### config.mk
export PLATFORM = sky130hd
export DESIGN_NAME = dmem_arbiter_flat
export DESIGN_NICKNAME = d
export VERILOG_FILES = /design/src/rtl/dmem_arbiter_if.sv /design/src/rtl/dmem_arbiter.sv /design/src/flat_wrapper.sv
export SDC_FILE = /design/constraint.sdc
export NUM_CORES = 1
export LEC_CHECK = 0
export BUFFER_PORTS_ARGS = -buffer_cell sky130_fd_sc_hd__buf_4
export CAP_MARGIN = 20
export CORE_AREA = 2 2 120 122
export CTS_CLUSTER_DIAMETER = 200
export CTS_CLUSTER_SIZE = 40
export DETAILED_ROUTE_END_ITERATION = 7
export DIE_AREA = 0 0 122 124
export PLACE_DENSITY = 0.76
export SYNTH_ARGS = -nofsm -noshare
export SYNTH_HDL_FRONTEND = slang
export SYNTH_SLANG_ARGS = --single-unit
### constraint.sdc
create_clock -name clk -period 2.1 [get_ports clk]
set_clock_uncertainty 0.2 [all_clocks]
set_input_delay 0.42 -clock clk [delete_from_list [all_inputs] [get_ports clk]]
set_output_delay 0.42 -clock clk [all_outputs]
set_load 0.005 [all_outputs]
### src/rtl/dmem_arbiter_if.sv
`default_nettype none
// +----------------------------------------------------------------------+
// | dmem_arbiter_if                                                      |
// | Two requester ports plus the byte-lane memory side of dmem_arbiter.  |
// | Revision: 1.0                                                        |
// +----------------------------------------------------------------------+
interface dmem_arbiter_if #(
  parameter int ADDR_W = 32
);
  logic              req0;
  logic              req1;
  logic [ADDR_W-1:0] addr0;
  logic [ADDR_W-1:0] addr1;
  logic [3:0]        wren0;
  logic [3:0]        wren1;
  logic [31:0]       wdata0;
  logic [31:0]       wdata1;
  logic              gnt0;
  logic              gnt1;
  logic              rvalid0;
  logic              rvalid1;
  logic [31:0]       rdata0;
  logic [31:0]       rdata1;
  logic [ADDR_W-1:0] mem_addr;
  logic [31:0]       mem_wdata;
  logic [3:0]        mem_wren;
  logic [31:0]       mem_rdata;

  modport slave (
    input  req0, req1, addr0, addr1, wren0, wren1, wdata0, wdata1, mem_rdata,
    output gnt0, gnt1, rvalid0, rvalid1, rdata0, rdata1,
           mem_addr, mem_wdata, mem_wren
  );

  // Requesters and the memory model together form the far side.
  modport master (
    output req0, req1, addr0, addr1, wren0, wren1, wdata0, wdata1, mem_rdata,
    input  gnt0, gnt1, rvalid0, rvalid1, rdata0, rdata1,
           mem_addr, mem_wdata, mem_wren
  );
endinterface
`default_nettype wire

### src/rtl/dmem_arbiter.sv
`default_nettype none
// +----------------------------------------------------------------------+
// | dmem_arbiter                                                         |
// | Two-port data-memory arbiter, IDLE/GRANT/RESP, one access per 2 clk. |
// | Option: DMEM_ARB_ROUND_ROBIN_EN selects round-robin over fixed prio. |
// | Revision: 1.0                                                        |
// +----------------------------------------------------------------------+
module dmem_arbiter #(
  parameter int ADDR_W = 32
) (
  input  logic            clk,
  input  logic            rst_n,
  dmem_arbiter_if.slave   bus
);

  localparam logic [1:0] c_IDLE  = 2'd0;
  localparam logic [1:0] c_GRANT = 2'd1;
  localparam logic [1:0] c_RESP  = 2'd2;

  logic [1:0]        r_state;
  logic              r_owner;
  logic [ADDR_W-1:0] r_addr;
  logic [31:0]       r_wdata;
  logic [3:0]        r_wren;
  logic [31:0]       r_rdata0;
  logic [31:0]       r_rdata1;

  logic              w_arb;
  logic              w_win1;

  // Arbitration happens at any edge leaving IDLE or RESP with a pending request.
  assign w_arb = (bus.req0 | bus.req1) & ((r_state == c_IDLE) | (r_state == c_RESP));

`ifdef DMEM_ARB_ROUND_ROBIN_EN
  logic r_last;

  // r_last = 1 means port 1 was granted last, so port 0 is favoured.
  assign w_win1 = bus.req1 & (~bus.req0 | ~r_last);

  always_ff @(posedge clk or negedge rst_n) begin
    if (!rst_n) begin
      r_last <= 1'b1;
    end else if (w_arb) begin
      r_last <= w_win1;
    end
  end
`else
  assign w_win1 = bus.req1 & ~bus.req0;
`endif

  always_ff @(posedge clk or negedge rst_n) begin
    if (!rst_n) begin
      r_state <= c_IDLE;
      r_owner <= 1'b0;
      r_addr  <= '0;
      r_wdata <= 32'h0;
      r_wren  <= 4'h0;
    end else begin
      case (r_state)
        c_IDLE, c_RESP: begin
          if (w_arb) begin
            r_state <= c_GRANT;
            r_owner <= w_win1;
            r_addr  <= w_win1 ? bus.addr1  : bus.addr0;
            r_wdata <= w_win1 ? bus.wdata1 : bus.wdata0;
            r_wren  <= w_win1 ? bus.wren1  : bus.wren0;
          end else begin
            r_state <= c_IDLE;
          end
        end
        c_GRANT: r_state <= c_RESP;
        default: r_state <= c_IDLE;
      endcase
    end
  end

  always_ff @(posedge clk or negedge rst_n) begin
    if (!rst_n) begin
      r_rdata0 <= 32'h0;
      r_rdata1 <= 32'h0;
    end else if ((r_state == c_GRANT) && (r_wren == 4'h0)) begin
      if (r_owner) begin
        r_rdata1 <= bus.mem_rdata;
      end else begin
        r_rdata0 <= bus.mem_rdata;
      end
    end
  end

  assign bus.gnt0    = (r_state == c_GRANT) & ~r_owner;
  assign bus.gnt1    = (r_state == c_GRANT) &  r_owner;
  assign bus.rvalid0 = (r_state == c_RESP)  & ~r_owner;
  assign bus.rvalid1 = (r_state == c_RESP)  &  r_owner;
  assign bus.rdata0  = r_rdata0;
  assign bus.rdata1  = r_rdata1;

  // Address/data registers only change on arbitration, so they hold outside GRANT.
  assign bus.mem_addr  = r_addr;
  assign bus.mem_wdata = r_wdata;
  assign bus.mem_wren  = (r_state == c_GRANT) ? r_wren : 4'h0;

endmodule
`default_nettype wire

### src/flat_wrapper.sv
// flat-port wrapper written by rule: the top's interface ports become plain ports
module dmem_arbiter_flat 
#(
  parameter int ADDR_W = 32
)
  (clk, rst_n, bus_req0, bus_req1, bus_addr0, bus_addr1, bus_wren0, bus_wren1, bus_wdata0, bus_wdata1, bus_mem_rdata, bus_gnt0, bus_gnt1, bus_rvalid0, bus_rvalid1, bus_rdata0, bus_rdata1, bus_mem_addr, bus_mem_wdata, bus_mem_wren);
  dmem_arbiter_if #(.ADDR_W(ADDR_W)) bus_i ();
  input  logic clk;
  input  logic rst_n;
  input wire logic [$bits(bus_i.req0)-1:0] bus_req0;
  input wire logic [$bits(bus_i.req1)-1:0] bus_req1;
  input wire logic [$bits(bus_i.addr0)-1:0] bus_addr0;
  input wire logic [$bits(bus_i.addr1)-1:0] bus_addr1;
  input wire logic [$bits(bus_i.wren0)-1:0] bus_wren0;
  input wire logic [$bits(bus_i.wren1)-1:0] bus_wren1;
  input wire logic [$bits(bus_i.wdata0)-1:0] bus_wdata0;
  input wire logic [$bits(bus_i.wdata1)-1:0] bus_wdata1;
  input wire logic [$bits(bus_i.mem_rdata)-1:0] bus_mem_rdata;
  output wire logic [$bits(bus_i.gnt0)-1:0] bus_gnt0;
  output wire logic [$bits(bus_i.gnt1)-1:0] bus_gnt1;
  output wire logic [$bits(bus_i.rvalid0)-1:0] bus_rvalid0;
  output wire logic [$bits(bus_i.rvalid1)-1:0] bus_rvalid1;
  output wire logic [$bits(bus_i.rdata0)-1:0] bus_rdata0;
  output wire logic [$bits(bus_i.rdata1)-1:0] bus_rdata1;
  output wire logic [$bits(bus_i.mem_addr)-1:0] bus_mem_addr;
  output wire logic [$bits(bus_i.mem_wdata)-1:0] bus_mem_wdata;
  output wire logic [$bits(bus_i.mem_wren)-1:0] bus_mem_wren;
  assign bus_i.req0 = bus_req0;
  assign bus_i.req1 = bus_req1;
  assign bus_i.addr0 = bus_addr0;
  assign bus_i.addr1 = bus_addr1;
  assign bus_i.wren0 = bus_wren0;
  assign bus_i.wren1 = bus_wren1;
  assign bus_i.wdata0 = bus_wdata0;
  assign bus_i.wdata1 = bus_wdata1;
  assign bus_i.mem_rdata = bus_mem_rdata;
  assign bus_gnt0 = bus_i.gnt0;
  assign bus_gnt1 = bus_i.gnt1;
  assign bus_rvalid0 = bus_i.rvalid0;
  assign bus_rvalid1 = bus_i.rvalid1;
  assign bus_rdata0 = bus_i.rdata0;
  assign bus_rdata1 = bus_i.rdata1;
  assign bus_mem_addr = bus_i.mem_addr;
  assign bus_mem_wdata = bus_i.mem_wdata;
  assign bus_mem_wren = bus_i.mem_wren;
  dmem_arbiter #(.ADDR_W(ADDR_W)) u_core (.clk(clk), .rst_n(rst_n), .bus(bus_i));
endmodule
# ---- Word-level counts from Yosys, hierarchy flattened
# Cells that the tools add are included.
dict set report word_totals {
  latch_bits 0
  romBits 0
  word_cells 32
  n_memories 0
  regBits 135
  ram_bits 0
}
dict set report op_classes {
  mul 0
  magnitude_cmp 0
  n_mux 6
  eq_ne 2
  n_div 0
  addsub 0
  reduce_logical 7
  shifts 0
  bitwise_logic 10
}
# operator count
set ops {}
lappend ops {{2-to-1 mux 32 bit} 2}
lappend ops {{2-to-1 mux 4 bit} 2}
lappend ops {{AND 1 bit} 6}
lappend ops {{AND reduction 2 bit} 3}
lappend ops {{zero test 4 bit} 1}
lappend ops {{one-hot mux 2 bit (2 select lines)} 1}
lappend ops {{equality test 2 x 1 -> 1 bit, second input constant} 1}
lappend ops {{equality test 2 bit, second input constant} 1}
lappend ops {{zero test 2 bit} 1}
lappend ops {{inverter 1 bit} 2}
lappend ops {{OR 1 bit} 2}
lappend ops {{OR reduction 2 bit} 1}
lappend ops {{logical AND 1 bit} 1}
lappend ops {{2-to-1 mux 1 bit} 1}

# ---- Longest topological paths before layout
dict set report depth {
  ltp_word 5
  mapped_depth 6
  mapped_depth_nobuf 3
}

# ---- Worst setup path before layout
# OpenSTA, ideal clock, no wires.
dict set report synth_path {
  kind {register to register}
  from {register u_core.r_wren[2]}
  to {register u_core.r_rdata1[10] (netlist: u_core.bus.rdata1[10])}
  setup_slack_ns 0.329
  stages_incl_launch_ff 6
  n_path_buf 2
  arrival_ns 1.446
  required_ns 1.775
  setup_time_ns 0.125
  path_cell_list {dfrtp_1 > nor4_4 > and3_1 > buf_6 > buf_6 > mux2_2}
}
dict set report synth_via {
  elab_chain_len 3
}
# element line_no
set synth_lines {}
lappend synth_lines {{start: declaration} dmem_arbiter.sv:24} ;# logic [3:0] r_wren;
lappend synth_lines {{start signal: assignment} dmem_arbiter.sv:66} ;# r_wren <= w_win1 ? bus.wren1 : bus.wren0;
lappend synth_lines {{zero test 4 bit} dmem_arbiter.sv:81} ;# end else if ((r_state == c_GRANT) && (r_wren == 4'h0)) begin
lappend synth_lines {{logical AND 1 bit} dmem_arbiter.sv:81}
lappend synth_lines {{AND reduction 2 bit (no source line)} -}
lappend synth_lines {{end signal: assignment} dmem_arbiter.sv:83} ;# r_rdata1 <= bus.mem_rdata;
lappend synth_lines {{end: declaration} dmem_arbiter.sv:26} ;# logic [31:0] r_rdata1;
# Every way passes these cells.
# A chain may end at the register's enable or synchronous reset.

# ---- Final worst setup path
dict set report layout_path {
  from {register u_core.r_state[0]}
  to {output port bus_mem_wren[0]}
}
dict set report layout_via {
  elab_chain_len 2
}
# element line_no
set layout_lines {}
lappend layout_lines {{start: declaration} dmem_arbiter.sv:20} ;# logic [1:0] r_state;
lappend layout_lines {{start signal: assignment} dmem_arbiter.sv:53} ;# r_state <= c_IDLE;
lappend layout_lines {{start signal: assignment} dmem_arbiter.sv:62} ;# r_state <= c_GRANT;
lappend layout_lines {{start signal: assignment} dmem_arbiter.sv:68} ;# r_state <= c_IDLE;
lappend layout_lines {{equality test 2 x 1 -> 1 bit} dmem_arbiter.sv:100} ;# assign bus.mem_wren = (r_state == c_GRANT) ? r_wren : 4'h0;
lappend layout_lines {{2-to-1 mux 4 bit} dmem_arbiter.sv:100}
lappend layout_lines {{end: declaration} flat_wrapper.sv:27} ;# output wire logic [$bits(bus_i.mem_wren)-1:0] bus_mem_wren;
# Every way passes these cells.

==> run_summary.xml <==
<?xml version="1.0" encoding="UTF-8"?>
<metrics>
  <group name="synth">
    <metric name="netlist-cell-type-count" unit="">21</metric>
    <metric name="synth_area" unit="sq um">5713</metric>
    <metric name="yosysSeqAreaShare" unit="%">59.13</metric>
    <metric name="synth_top_area_share" unit="%">59.13</metric>
    <metric name="yosys.area_share.adder" unit="%">0</metric>
    <metric name="synth_compound_area_share" unit="%">6.264</metric>
    <metric name="main_combinational_cell_family_by_area_after_synthesis" unit="">multiplexers</metric>
    <metric name="syn_area_per_cell" unit="sq um">12.64</metric>
    <metric name="synth_area_leader_cell" unit="">dfrtp_1</metric>
    <metric name="netlist_top_cells_area" unit="">dfrtp_1 59%, mux2_2 12%, mux2i_1 12%, o21ai_0 6.0%, nand2_1 4.5%</metric>
    <metric name="yosys_warnings" unit="">0</metric>
    <metric name="syn_nets" unit="">624</metric>
    <metric name="synth_xor_xnor_area_share" unit="%">0</metric>
    <metric name="yosys_register_bits" unit="">135</metric>
    <metric name="synth-simple-area-share" unit="%">6.373</metric>
    <metric name="synth_mux_area_share" unit="%">24.66</metric>
    <metric name="postSynthCellCount" unit="">452</metric>
  </group>
  <group name="detailed_routing">
    <metric name="drc" unit="">0</metric>
    <metric name="postRouteAntennaNets" unit="">0</metric>
    <metric name="finalWirelength" unit="um">15550</metric>
    <metric name="drt_iter0_markers" unit="">197</metric>
    <metric name="drt_pass1_iterations" unit="">4</metric>
    <metric name="num_vias" unit="">4571</metric>
    <metric name="vias_per_cell" unit="">4.801</metric>
    <metric name="wire_per_inst" unit="um">16.34</metric>
  </group>
  <group name="clock_network">
    <metric name="clock_latency" unit="ns">0.41</metric>
    <metric name="postCtsSetupRepairBufs" unit="">0</metric>
    <metric name="path_clk_slew" unit="ns">0.06</metric>
    <metric name="clock_tree.buffer_depth" unit="">2</metric>
    <metric name="ctsHtreeMaxLevel" unit="">4</metric>
    <metric name="tritoncts" unit="">built</metric>
    <metric name="clkSinkCount" unit="">135</metric>
    <metric name="root_buffer" unit="">clkbuf_16</metric>
    <metric name="inserted_clock_buffers" unit="">17</metric>
  </group>
  <group name="power_and_ir_drop">
    <metric name="ir_drop" unit="mV">0.4349</metric>
    <metric name="sw_frac_of_total" unit="%">26.48</metric>
    <metric name="power_density" unit="nW/um^2">1125</metric>
    <metric name="power.sequential.fraction" unit="%">40.3</metric>
    <metric name="clock_power_share" unit="%">30.6</metric>
    <metric name="internal_power" unit="W">0.007320</metric>
    <metric name="netSwitchingPower" unit="W">0.002637</metric>
    <metric name="static_leakage" unit="nW">4.366</metric>
    <metric name="combinationalPowerShare" unit="%">29.1</metric>
  </group>
  <group name="grt">
    <metric name="grt_antenna_before_repair" unit="">0</metric>
    <metric name="groute.usage.overall" unit="%">20.28</metric>
    <metric name="largest_net_degree_at_the_start_of_global_routing" unit="">108</metric>
    <metric name="grt_first_pass_wirelength" unit="um">23270</metric>
    <metric name="grt_remaining_overflow" unit="">0</metric>
    <metric name="grt_pass1_vias" unit="">4613</metric>
  </group>
  <group name="die">
    <metric name="design.portCount" unit="">308</metric>
    <metric name="placement_rows" unit="">43</metric>
    <metric name="floorplan.die_area" unit="sq um">15130</metric>
    <metric name="start_util" unit="%">41.64</metric>
    <metric name="die_width" unit="um">122</metric>
    <metric name="placeableCoreArea" unit="sq um">13720</metric>
    <metric name="floorplan.die.height" unit="um">124</metric>
  </group>
  <group name="hold_path">
    <metric name="hold_class" unit="">input pin to register</metric>
    <metric name="hold_depth" unit="">2</metric>
  </group>
  <group name="timing">
    <metric name="timing.setup.tns" unit="ns">0</metric>
    <metric name="period_needed" unit="ns">1.940</metric>
    <metric name="worstMarginPinSlew" unit="ns">0.4844</metric>
    <metric name="final_setup_violation_count" unit="">0</metric>
    <metric name="report.final.hold_viol_count" unit="">0</metric>
    <metric name="slew_headroom" unit="%">67.71</metric>
    <metric name="report.final.slew_viol_count" unit="">0</metric>
    <metric name="maxClockFrequency" unit="GHz">0.5156</metric>
    <metric name="grt_setup_unrepaired" unit="">no</metric>
    <metric name="finalCritPeriodShare" unit="%">92.36</metric>
  </group>
  <group name="setup_path">
    <metric name="timing.setup.critical_path_class" unit="">register to output pin</metric>
    <metric name="crit_buf_inv" unit="">1</metric>
    <metric name="crit_path_cell_trace" unit="">nor2b_4, and2_1, buf_4</metric>
    <metric name="worst_path_dominant_cell_family" unit="">simple AND/OR/NAND/NOR gates</metric>
    <metric name="critical_path.max_stage_delay" unit="ns">0.40</metric>
    <metric name="crit_path_end_kind" unit="">output pin</metric>
    <metric name="cp_data_arrival_time" unit="ns">1.32</metric>
    <metric name="startpoint_class_of_the_critical_path" unit="">register</metric>
    <metric name="cell_with_the_largest_stage_delay_on_the_worst_path" unit="">dfrtp_1</metric>
    <metric name="critical_path_peak_fanout" unit="">8</metric>
    <metric name="worstRegToRegCells" unit="">4</metric>
    <metric name="worst_ep_required_time" unit="ns">1.48</metric>
    <metric name="timing.critical_path.depth" unit="">3</metric>
  </group>
  <group name="cells_and_area">
    <metric name="final_common_cell" unit="">buf_4</metric>
    <metric name="post_route_cells_drive_above_1_share" unit="%">54.15</metric>
    <metric name="finalNetCount" unit="">931</metric>
    <metric name="area.growth.synth_to_final" unit="%">54.97</metric>
    <metric name="finalCoreUtilization" unit="%">64.53</metric>
    <metric name="final.fill_count" unit="">1073</metric>
    <metric name="layout.cells.non_filler" unit="">952</metric>
    <metric name="mostFrequentLayoutCells" unit="">311 x buf_4, 135 x dfrtp_1, 68 x mux2i_1, 68 x nand2_1, 68 x o21ai_0</metric>
    <metric name="num_antenna_cells" unit="">0</metric>
  </group>
  <group name="placement">
    <metric name="routabilityCongestion" unit="">0.7377</metric>
    <metric name="detailed_place_hpwl" unit="um">11960</metric>
    <metric name="port_buffers" unit="">307</metric>
    <metric name="numPlacedInstances" unit="">919</metric>
  </group>
  <group name="job">
    <metric name="max_cap_violations" unit="">0</metric>
  </group>
  <group name="outcome">
    <metric name="status" unit="">completed</metric>
  </group>
</metrics>
## registers in the layout, indices dropped and copies added, names as in the netlist
name,cells
u_core.bus.mem_addr,32
u_core.bus.mem_wdata,32
u_core.bus.rdata0,32
u_core.bus.rdata1,32
u_core.r_wren,4
u_core.r_state,2
u_core.r_owner,1
## final timing paths
kind                                                          from                                 end  slack, ns
worst max-delay path                   u_core.r_state[0]$_DFF_PN0_                     bus_mem_wren[0]       0.16
worst min-delay path                                      bus_req0          u_core.r_owner$_DFFE_PN0P_       0.05
max in group asynchronous                                    rst_n   u_core.bus.rdata0[13]$_DFFE_PN0P_       0.80
min in group asynchronous                                    rst_n   u_core.bus.rdata0[24]$_DFFE_PN0P_       0.33
worst max register to register        u_core.r_wren[2]$_DFFE_PN0P_    u_core.bus.rdata1[3]$_DFFE_PN0P_       0.20
worst min register to register  u_core.bus.mem_addr[9]$_DFFE_PN0P_  u_core.bus.mem_addr[9]$_DFFE_PN0P_       0.28
## worst register-to-register path, stage by stage (launching register included)
cell	delay, ns
dfrtp_1	0.41
nor4_4	0.33
and3_1	0.25
buf_12	0.23
mux2_2	0.37
## metal layers
layer | up-vias | share of wire [%] | track usage (%)
li1 | 2190 | - | -
met1 | 2160 | 38 | 22.85
met2 | 200 | 51 | 35.93
met3 | 21 | 9.4 | 7.372
met4 | 0 | 1.2 | 6.322
met5 | - | 0 | 0
## final cells by class
cell class	count	area [sq um]	area share, %
repair buffers	319	2476	27.97
clock buffers	21	470.5	5.314
inverters	2	7.507	0.08479
flip-flops and latches	135	3378	38.16
well taps	180	225.2	2.544
clock inverters	11	146.4	1.653
multi-input cells	284	2150	24.28
## synth_stat cells, drive strengths merged
library cell    n
nor2b           2
nor3b           1
buf            21
nor3            1
o21bai          1
nand2          68
nor4            1
clkbuf         10
and3            2
inv             2
mux2i          68
a21oi           2
nand3b          1
o21ai          68
dfrtp         135
and2            5
mux2           64
## through the flow
stage          hold slack, ns  power [W]  cell area (sq um)  worst slack [ns]
2_1_floorplan        -0.07559   0.004984               5713            0.3293
3_3_place_gp           0.1994   0.006861               8227            0.2116
3_5_place_dp           0.1988   0.006990               8227            0.2037
4_1_cts               0.02321    0.01009               8853            0.1381
5_1_grt               0.02962    0.01053               8853           0.04715
6_report              0.04570   0.009956               8853            0.1605
## power groups by stage
stage	Sequential [W]	Clock [W]	Combinational [W]
2_1_floorplan	0.00402	0	0.000960
3_3_place_gp	0.00399	0	0.00287
3_5_place_dp	0.00404	0	0.00295
4_1_cts	0.00401	0.00312	0.00295
5_1_grt	0.00411	0.00325	0.00316
6_report	0.00401	0.00305	0.00290
## timing repair
action                                  in CTS  in global routing
hold buffers                                 1                  0
endpoints found under the setup margin       0                  0
resized for setup                            0                  0
hold endpoints to repair                    47                  0
## cell families (layout without fill, tap and decap cells)
logic type / Yosys count / after routing
buffers and inverters: 33 / 353
DFF: 135 / 135
and+or+nand+nor: 81 / 81
AOI/OAI and AO/OA: 71 / 71
muxes: 132 / 132
(Power assumes the default switching activity.)
